## src/rtl/ifetch_queue_if.sv

```systemverilog
// Fetch-unit bus bundle: icache request/response, EXE redirect and decode handshake.
// master = fetch unit (ifetch_queue), slave = icache/EXE/decode side.
interface ifetch_queue_if #(
  parameter int unsigned XLEN = 32
);
  logic            icache_req_v_o;
  logic            icache_req_rdy_i;
  logic [XLEN-1:0] icache_adr_o;
  logic            icache_rsp_v_i;
  logic [31:0]     icache_instr_i;
  logic            branch_v_q_i;
  logic            exception_q_i;
  logic [XLEN-1:0] pc_data_q_i;
  logic            instr_v_o;
  logic            dec_ready_i;
  logic [31:0]     instr_q_o;
  logic [XLEN-1:0] pc_q_o;

  modport master (
    output icache_req_v_o, icache_adr_o, instr_v_o, instr_q_o, pc_q_o,
    input  icache_req_rdy_i, icache_rsp_v_i, icache_instr_i,
           branch_v_q_i, exception_q_i, pc_data_q_i, dec_ready_i
  );

  modport slave (
    input  icache_req_v_o, icache_adr_o, instr_v_o, instr_q_o, pc_q_o,
    output icache_req_rdy_i, icache_rsp_v_i, icache_instr_i,
           branch_v_q_i, exception_q_i, pc_data_q_i, dec_ready_i
  );
endinterface

```

## src/rtl/ifetch_queue.sv

```systemverilog
// Sequential instruction fetch with credit-limited icache requests and a DEPTH-entry
// {pc, instr} decode queue; redirects flush the queue and turn in-flight responses into discards.
module ifetch_queue #(
  parameter int unsigned XLEN  = 32,
  parameter int unsigned DEPTH = 4,
  parameter int unsigned CNT_W = $clog2(DEPTH + 1)
) (
  input  logic            clk,
  input  logic            reset_n,
  input  logic [XLEN-1:0] reset_adr_i,
  ifetch_queue_if.master  bus
);

  localparam int unsigned PTR_W = $clog2(DEPTH);
  localparam int unsigned ENT_W = XLEN + 32;
  localparam int unsigned SUM_W = CNT_W + 1;

  logic             reset_n_q, reset_n_d;
  logic [XLEN-1:0]  fetch_pc_q, fetch_pc_d;
  logic [XLEN-1:0]  rsp_pc_q, rsp_pc_d;
  logic [CNT_W-1:0] outstanding_q, outstanding_d;
  logic [CNT_W-1:0] discard_q, discard_d;
  logic [CNT_W-1:0] occ_q, occ_d;
  logic [PTR_W-1:0] rd_ptr_q, rd_ptr_d;
  logic [PTR_W-1:0] wr_ptr_q, wr_ptr_d;
  logic [ENT_W-1:0] mem_q [DEPTH];
  logic [ENT_W-1:0] mem_d [DEPTH];

  logic             redirect_c;
  logic [SUM_W-1:0] credit_sum_c;
  logic             req_v_c;
  logic             req_hs_c;
  logic             drop_c;
  logic             push_c;
  logic             pop_c;

  // Handshake decode; queued plus in-flight fetches never exceed DEPTH, so a push always fits.
  always_comb begin
    redirect_c   = reset_n_q & (bus.branch_v_q_i | bus.exception_q_i);
    credit_sum_c = SUM_W'(occ_q) + SUM_W'(outstanding_q);
    req_v_c      = reset_n_q & ~redirect_c & (credit_sum_c < SUM_W'(DEPTH));
    req_hs_c     = req_v_c & bus.icache_req_rdy_i;
    drop_c       = bus.icache_rsp_v_i & (discard_q != '0);
    push_c       = bus.icache_rsp_v_i & ~drop_c & ~redirect_c;
    pop_c        = (occ_q != '0) & bus.dec_ready_i & ~redirect_c;
  end

  always_comb begin
    reset_n_d     = 1'b1;
    fetch_pc_d    = fetch_pc_q;
    rsp_pc_d      = rsp_pc_q;
    outstanding_d = outstanding_q;
    discard_d     = discard_q;
    occ_d         = occ_q;
    rd_ptr_d      = rd_ptr_q;
    wr_ptr_d      = wr_ptr_q;
    mem_d         = mem_q;

    if (!reset_n_q) begin
      fetch_pc_d = reset_adr_i;
      rsp_pc_d   = reset_adr_i;
    end else begin
      outstanding_d = outstanding_q + CNT_W'(req_hs_c) - CNT_W'(bus.icache_rsp_v_i);
      if (redirect_c) begin
        // Everything still in flight after this cycle belongs to the old path.
        fetch_pc_d = bus.pc_data_q_i;
        rsp_pc_d   = bus.pc_data_q_i;
        discard_d  = outstanding_q - CNT_W'(bus.icache_rsp_v_i);
        occ_d      = '0;
        rd_ptr_d   = '0;
        wr_ptr_d   = '0;
      end else begin
        if (req_hs_c) fetch_pc_d = fetch_pc_q + XLEN'(4);
        if (drop_c)   discard_d  = discard_q - CNT_W'(1);
        if (push_c) begin
          mem_d[wr_ptr_q] = {rsp_pc_q, bus.icache_instr_i};
          wr_ptr_d        = wr_ptr_q + PTR_W'(1);
          rsp_pc_d        = rsp_pc_q + XLEN'(4);
        end
        if (pop_c) rd_ptr_d = rd_ptr_q + PTR_W'(1);
        occ_d = occ_q + CNT_W'(push_c) - CNT_W'(pop_c);
      end
    end
  end

  always_ff @(posedge clk or negedge reset_n) begin
    if (!reset_n) begin
      reset_n_q     <= 1'b0;
      fetch_pc_q    <= '0;
      rsp_pc_q      <= '0;
      outstanding_q <= '0;
      discard_q     <= '0;
      occ_q         <= '0;
      rd_ptr_q      <= '0;
      wr_ptr_q      <= '0;
      for (int i = 0; i < int'(DEPTH); i++) mem_q[i] <= '0;
    end else begin
      reset_n_q     <= reset_n_d;
      fetch_pc_q    <= fetch_pc_d;
      rsp_pc_q      <= rsp_pc_d;
      outstanding_q <= outstanding_d;
      discard_q     <= discard_d;
      occ_q         <= occ_d;
      rd_ptr_q      <= rd_ptr_d;
      wr_ptr_q      <= wr_ptr_d;
      mem_q         <= mem_d;
    end
  end

  assign bus.icache_req_v_o           = req_v_c;
  assign bus.icache_adr_o             = fetch_pc_q;
  assign bus.instr_v_o                = (occ_q != '0);
  assign {bus.pc_q_o, bus.instr_q_o}  = mem_q[rd_ptr_q];

  // Counter sanity: no response without a request, credits and discards stay bounded.
  a_rsp_underflow: assert property (@(posedge clk) disable iff (!reset_n)
    bus.icache_rsp_v_i |-> (outstanding_q != '0));
  a_credit_bound: assert property (@(posedge clk) disable iff (!reset_n)
    credit_sum_c <= SUM_W'(DEPTH));
  a_discard_bound: assert property (@(posedge clk) disable iff (!reset_n)
    discard_q <= outstanding_q);

endmodule

```

## src/flat_wrapper.sv

```systemverilog
// flat-port wrapper written by rule: the top's interface ports become plain ports
module ifetch_queue_flat 
#(
  parameter int unsigned XLEN  = 32,
  parameter int unsigned DEPTH = 4,
  parameter int unsigned CNT_W = $clog2(DEPTH + 1)
)
  (clk, reset_n, reset_adr_i, bus_icache_req_v_o, bus_icache_adr_o, bus_instr_v_o, bus_instr_q_o, bus_pc_q_o, bus_icache_req_rdy_i, bus_icache_rsp_v_i, bus_icache_instr_i, bus_branch_v_q_i, bus_exception_q_i, bus_pc_data_q_i, bus_dec_ready_i);
  ifetch_queue_if #(.XLEN(XLEN)) bus_i ();
  input  logic clk;
  input  logic reset_n;
  input  logic [XLEN-1:0] reset_adr_i;
  output wire logic [$bits(bus_i.icache_req_v_o)-1:0] bus_icache_req_v_o;
  output wire logic [$bits(bus_i.icache_adr_o)-1:0] bus_icache_adr_o;
  output wire logic [$bits(bus_i.instr_v_o)-1:0] bus_instr_v_o;
  output wire logic [$bits(bus_i.instr_q_o)-1:0] bus_instr_q_o;
  output wire logic [$bits(bus_i.pc_q_o)-1:0] bus_pc_q_o;
  input wire logic [$bits(bus_i.icache_req_rdy_i)-1:0] bus_icache_req_rdy_i;
  input wire logic [$bits(bus_i.icache_rsp_v_i)-1:0] bus_icache_rsp_v_i;
  input wire logic [$bits(bus_i.icache_instr_i)-1:0] bus_icache_instr_i;
  input wire logic [$bits(bus_i.branch_v_q_i)-1:0] bus_branch_v_q_i;
  input wire logic [$bits(bus_i.exception_q_i)-1:0] bus_exception_q_i;
  input wire logic [$bits(bus_i.pc_data_q_i)-1:0] bus_pc_data_q_i;
  input wire logic [$bits(bus_i.dec_ready_i)-1:0] bus_dec_ready_i;
  assign bus_icache_req_v_o = bus_i.icache_req_v_o;
  assign bus_icache_adr_o = bus_i.icache_adr_o;
  assign bus_instr_v_o = bus_i.instr_v_o;
  assign bus_instr_q_o = bus_i.instr_q_o;
  assign bus_pc_q_o = bus_i.pc_q_o;
  assign bus_i.icache_req_rdy_i = bus_icache_req_rdy_i;
  assign bus_i.icache_rsp_v_i = bus_icache_rsp_v_i;
  assign bus_i.icache_instr_i = bus_icache_instr_i;
  assign bus_i.branch_v_q_i = bus_branch_v_q_i;
  assign bus_i.exception_q_i = bus_exception_q_i;
  assign bus_i.pc_data_q_i = bus_pc_data_q_i;
  assign bus_i.dec_ready_i = bus_dec_ready_i;
  ifetch_queue #(.XLEN(XLEN), .DEPTH(DEPTH), .CNT_W(CNT_W)) u_core (.clk(clk), .reset_n(reset_n), .reset_adr_i(reset_adr_i), .bus(bus_i));
endmodule
```

## config.mk

```make
export PLATFORM = sky130hd
export DESIGN_NAME = ifetch_queue_flat
export DESIGN_NICKNAME = d
export VERILOG_FILES = /design/src/rtl/ifetch_queue_if.sv /design/src/rtl/ifetch_queue.sv /design/src/flat_wrapper.sv
export SDC_FILE = /design/constraint.sdc
export NUM_CORES = 1
export LEC_CHECK = 0
export CORE_ASPECT_RATIO = 1.2
export CORE_MARGIN = 3
export CORE_UTILIZATION = 55
export DETAILED_ROUTE_END_ITERATION = 6
export GPL_ROUTABILITY_DRIVEN = 0
export GPL_TIMING_DRIVEN = 0
export PLACE_DENSITY_LB_ADDON = 0.2
export SYNTH_ARGS = -nofsm -noshare
export SYNTH_HDL_FRONTEND = slang
export SYNTH_SLANG_ARGS = --single-unit
```

## constraint.sdc

```tcl
create_clock -name clk -period 3.2 [get_ports clk]
set_input_delay 0.64 -clock clk [delete_from_list [all_inputs] [get_ports clk]]
set_output_delay 0.64 -clock clk [all_outputs]
set_load 0.05 [all_outputs]
```

# After elaboration in Yosys (flattened, before gate mapping)
# Cells that the tools add are included.
# totals
memories	0
regBits	334
mem_bits_ro	0
mem_bits_rw	0
latch_bits	0
# op_classes
n_eq_ne	2
n_bitwise	14
n_mux	19
div_mod_pow	0
n_lt_le_gt_ge	4
multipliers	0
n_addsub	11
shifts	0
reduce_logical	10
# ops
op	n
bitwise mux 256 bit	1
two-way mux 32 bit	6
two-way mux 64 bit	3
binary-select mux 64 bit (select 2 bit)	1
demux 64 bit (select 2 bit)	1
adder 32 x 3 -> 32 bit, second input constant	2
AND 1 bit	9
two-way mux 3 bit	3
subtractor 3 x 1 -> 3 bit	3
two-way mux 2 bit	4
adder 3 x 1 -> 3 bit	2
greater-or-equal comparator 3 bit, second input constant	2
inequality test 3 bit, second input constant	2
inverter 2 -> 3 bit	2
AND reduction 2 bit	3
nonzero test 2 bit	3
nonzero test 3 bit	2
adder 2 x 1 -> 2 bit, second input constant	2
adder 3 x 3 -> 4 bit	1
less-than comparator 4 x 3 -> 1 bit, second input constant	1
less-than comparator 3 x 1 -> 1 bit, second input constant	1
AND reduction 3 bit	1
subtractor 3 x 1 -> 3 bit, second input constant	1
inverter 1 bit	2
2 further kinds	2

# Longest topological paths before layout
# depth
ltp_word	9
ltp_mapped	15
ltp_nobuf	12

# Least setup slack after synthesis
# No wires, ideal clock.
# synth_timing
kind	in2reg
start	input bus_exception_q_i
end	register u_core.occ_q[1]
slack_ps	102
setup_time_ps	125
t_arrival_ps	2973
t_required_ps	3075
path_stages	13
n_path_buf	3
cell_sequence	or2_2 clkbuf_1 clkbuf_1 buf_1 nand2_1 and3_1 ha_1 inv_1 ha_1 inv_1 fa_1 nor2_1 mux2_2
# synth_via
elab_chain_len	7
elab_cells_between_ends	8
# synth_rtl
item	line	text
start, declared	flat_wrapper.sv:22	input wire logic [$bits(bus_i.exception_q_i)-1:0] bus_exception_q_i;
OR 1 bit *	ifetch_queue.sv:39	redirect_c = reset_n_q & (bus.branch_v_q_i | bus.exception_q_i);
AND 1 bit *	ifetch_queue.sv:39	
inverter 1 bit (no line)	-	
AND 1 bit	ifetch_queue.sv:44	push_c = bus.icache_rsp_v_i & ~drop_c & ~redirect_c;
adder 3 x 1 -> 3 bit	ifetch_queue.sv:81	occ_d = occ_q + CNT_W'(push_c) - CNT_W'(pop_c);
subtractor 3 x 1 -> 3 bit	ifetch_queue.sv:81	
two-way mux 3 bit *	ifetch_queue.sv:64	if (redirect_c) begin
end signal, assigned	ifetch_queue.sv:93	occ_q <= '0;
end signal, assigned	ifetch_queue.sv:103	occ_q <= occ_d;
end, declared	ifetch_queue.sv:23	logic [CNT_W-1:0] occ_q, occ_d;
# Mark *: on every way between the ends. The rest lies on a longest branch, timed or not.
# A chain may end at the register's enable or synchronous reset.

# Worst setup path after layout
# layout_timing
start	register u_core.rd_ptr_q[1]
end	output bus_pc_q_o[14]
# layout_via
elab_chain_len	4
# layout_rtl
item	line	text
start, declared	ifetch_queue.sv:24	logic [PTR_W-1:0] rd_ptr_q, rd_ptr_d;
start signal, assigned	ifetch_queue.sv:104	rd_ptr_q <= rd_ptr_d;
inverter 2 -> 3 bit (not written as such)	ifetch_queue.sv:113	assign {bus.pc_q_o, bus.instr_q_o} = mem_q[rd_ptr_q];
binary-select mux 64 bit (select 2 bit)	ifetch_queue.sv:113	
two-way mux 64 bit (not written as such) (2 in series)	ifetch_queue.sv:113	
end, declared	flat_wrapper.sv:17	output wire logic [$bits(bus_i.pc_q_o)-1:0] bus_pc_q_o;
# Every way passes these cells. The select of a mux whose other input is x is not followed.

==> out/qor.txt <==
vias post-DR = 11.06k
most used cell, CP = clkbuf_2
worst slew pin tran = 0.8941 ns
post-route cell area = 19560 µm²
CTS tree = built
Syn Nets = 1342
Max Clock Freq = 328.4 MHz
FF-to-FF setup slack = 0.22 ns
initial core utilization = 0.5638
clk root buf = clkbuf_16
cells after synthesis = 1221
Final Max Slew Viols = 0
most frequent cells in the layout = dfrtp_1, mux2_2, clkdlybuf4s50_1
type of the worst min-delay path = primary input to async pin
Vias per Instance = 5.951
clock input transition at the sequential cells of the worst setup and hold paths = 0.06 ns
I/O pin total = 201
critical path startpoint category = flop
placed insts = 1803
max incr delay on CP = 0.58 ns
crit path DAT = 2.41 ns
area of the multi-input gates = 7184 µm²
R2R cell count = 12
Fill cells = 2120
worst-case clock buffer depth = 3
Peak VDD IR = 0.0003355 V
Core Area = 28250 µm²
register area = 8308 µm²
post-DR wirelength/cell = 20.67 µm
Die H = 192.4 µm
number of global-route vias before repair = 11.62k
endpoints failing hold = 0
post-synthesis sequential area ratio = 0.5216
Bufs and invs on worst path = 3
crit-path cells = clkbuf_2 > clkbuf_2 > mux4_2 > dlygate4sd2_1
commonest non-fill, non-tap cell in the layout = dfrtp_1
Syn Std Cell Area = 15930 µm²
layout cells sized above 1 = 0.2953
Final Setup Violations = 0
slowest stage cell on the critical path = dlygate4sd2_1
PwrDens = 648.5 nW/µm²
worst endpoint required time = 2.56 ns
initial drt markers = 674
RSZ-0062 raised after global routing = no
Mean Syn Cell Area = 13.05 µm²
Critical path origin = u_core.rd_ptr_q[1]
Post-synth ARST share = 1.000
die footprint = 31050 µm²
post-layout min period = 3.045 ns
Slew HR = 0.4011
Setup CP Type = flop to output port
Ys Warns = 0
Syn-to-layout area delta = 22.80%
drt pass-1 iters = 5
first-pass GRT wire length = 62510 µm
DRC viols = 0
max cap viols = 0
ANT cells = 0
DP Wirelength = 27240 µm
Cell Count, Final, Fillers Out = 1859
Worst setup EP type = output port
number of synthesized flops with an enable pin = 0
Total GRT Usage = 0.2529
fin crit share = 0.9517
port bufs = 200
CP delay by family, top = buffers and inverters
grt total ovfl = 0
post-cts hold buffer count = 0
Netlist cell types = 58
total clock sinks = 332
overall routed net length = 38420 µm
Worst-Skew Late Latency = 0.51 ns
NumNets Final = 1579
critical-path maximum fanout = 10
Main synth FF type = dfrtp_1
clk_skew = 0.01715 ns
Area after DPL = 18490 µm²
status = complete, no violations
Die Span X = 161.4 µm
TritonCTS Buffers = 34
initial antenna violation count = 0
DRT antenna net count = 0
Critical R2R Capture = u_core.occ_q[1]
Yosys reg bits = 332
htree depth = 2
leakage power = 9.101 nW
row cnt = 67
Critical R2R Launch = u_core.reset_n_q
pin count of the biggest net entering global routing = 123
-- area by class of cell --
class                   count  area share
clock buffers              49     0.05219
repair buffers            204      0.1022
well taps                 379     0.02424
plain buffers              79     0.02175
flip-flops and latches    332      0.4247
inverters                  21    0.004030
multi-input cells         786      0.3673
clock inverters             9    0.003582
-- report_power, final --
group | leakage, nW | internal, mW | total, mW | switching, mW
Sequential | 4.49 | 4.70 | 5.06 | 0.358
Clock | 0.546 | 2.29 | 3.87 | 1.58
Combinational | 4.07 | 1.40 | 3.75 | 2.36
-- cell usage after synthesis, types with 11 or more instances --
cell / n / area (µm²)
dfrtp_1: 332 / 8308
mux2_2: 242 / 2725
mux4_2: 64 / 1441
a21oi_1: 62 / 310.3
nand2_1: 61 / 229.0
o21ai_0: 51 / 255.2
clkbuf_1: 37 / 138.9
a31oi_1: 35 / 219.0
buf_2: 34 / 170.2
nor2b_1: 29 / 181.4
nor2_1: 28 / 105.1
nand3_1: 24 / 120.1
inv_1: 21 / 78.83
ha_1: 16 / 200.2
mux2_1: 16 / 180.2
xnor2_1: 14 / 122.6
and3_1: 11 / 68.82
and4_1: 11 / 96.34
nand4_1: 11 / 68.82
o31ai_1: 11 / 82.58
-- routing by layer --
metal,routed length [µm],vias to the layer above,GRT usage
met5,0,-,0
met4,834,0,0.06984
met3,2508,68,0.04530
met2,19620,395,0.4436
met1,15460,5620,0.3263
li1,-,4980,-
-- sequential cells by signal, indices dropped and copies added, names as in the netlist --
register and cells:
u_core.wr_ptr_q 2, u_core.rd_ptr_q 2, u_core.rsp_pc_q 31, u_core.reset_n_q 1, u_core.outstanding_q 3, u_core.occ_q 3
u_core.bus.icache_adr_o 31, u_core.mem_q 256, u_core.discard_q 3
-- cells by family (layout without fill, tap and decap cells) --
| kind of cell | Yosys count | after routing | synth area share |
|---|---|---|---|
| flip-flops | 332 | 332 | 0.5216 |
| AO/OA/AOI/OAI | 199 | 199 | 0.07360 |
| adder cells (fa/ha/maj) | 18 | 18 | 0.01508 |
| AND/OR/NAND/NOR | 223 | 223 | 0.07596 |
| XOR/XNOR | 21 | 21 | 0.01155 |
| multiplexers | 324 | 324 | 0.2741 |
| other | 1 | 1 | 0.0002354 |
| buffers and inverters | 103 | 362 | 0.02788 |
-- per-stage QoR --
stage	total power, mW	utilization	setup TNS (ns)	hold WS [ns]	setup WS, ns
6_report	12.69	0.6924	0	0.04581	0.1546
5_1_grt	13.23	0.6924	0	0.07134	0.0003728
4_1_cts	12.80	0.6925	0	0.05003	0.004792
3_5_place_dp	9.145	0.6546	-21.91	0.4776	-1.473
3_3_place_gp	9.053	0.6515	-4231.26	0.4682	-12.72
2_1_floorplan	7.734	-	0	0.3444	0.1020
-- worst max-delay path by stage --
| stage | end | slack, ns | depth (start not counted) |
|---|---|---|---|
| 5_1_grt | u_core.occ_q[2] | 0.0004 | 14 |
| 3_5_place_dp | bus_icache_req_v_o | -1.47 | 8 |
| 6_report | bus_pc_q_o[14] | 0.15 | 4 |
| 3_3_place_gp | u_core.mem_q[120] | -12.72 | 1 |
| 4_1_cts | u_core.occ_q[2] | 0.005 | 15 |
| 2_1_floorplan | u_core.occ_q[1] | 0.10 | 13 |
-- timing repair --
item,CTS,global route
endpoints found under the setup margin,68,40
gates cloned,0,0
gates resized for setup,102,17
setup buffers,1,0
pin swaps,1,0
No activity file was read; power rests on OpenSTA's default activity.
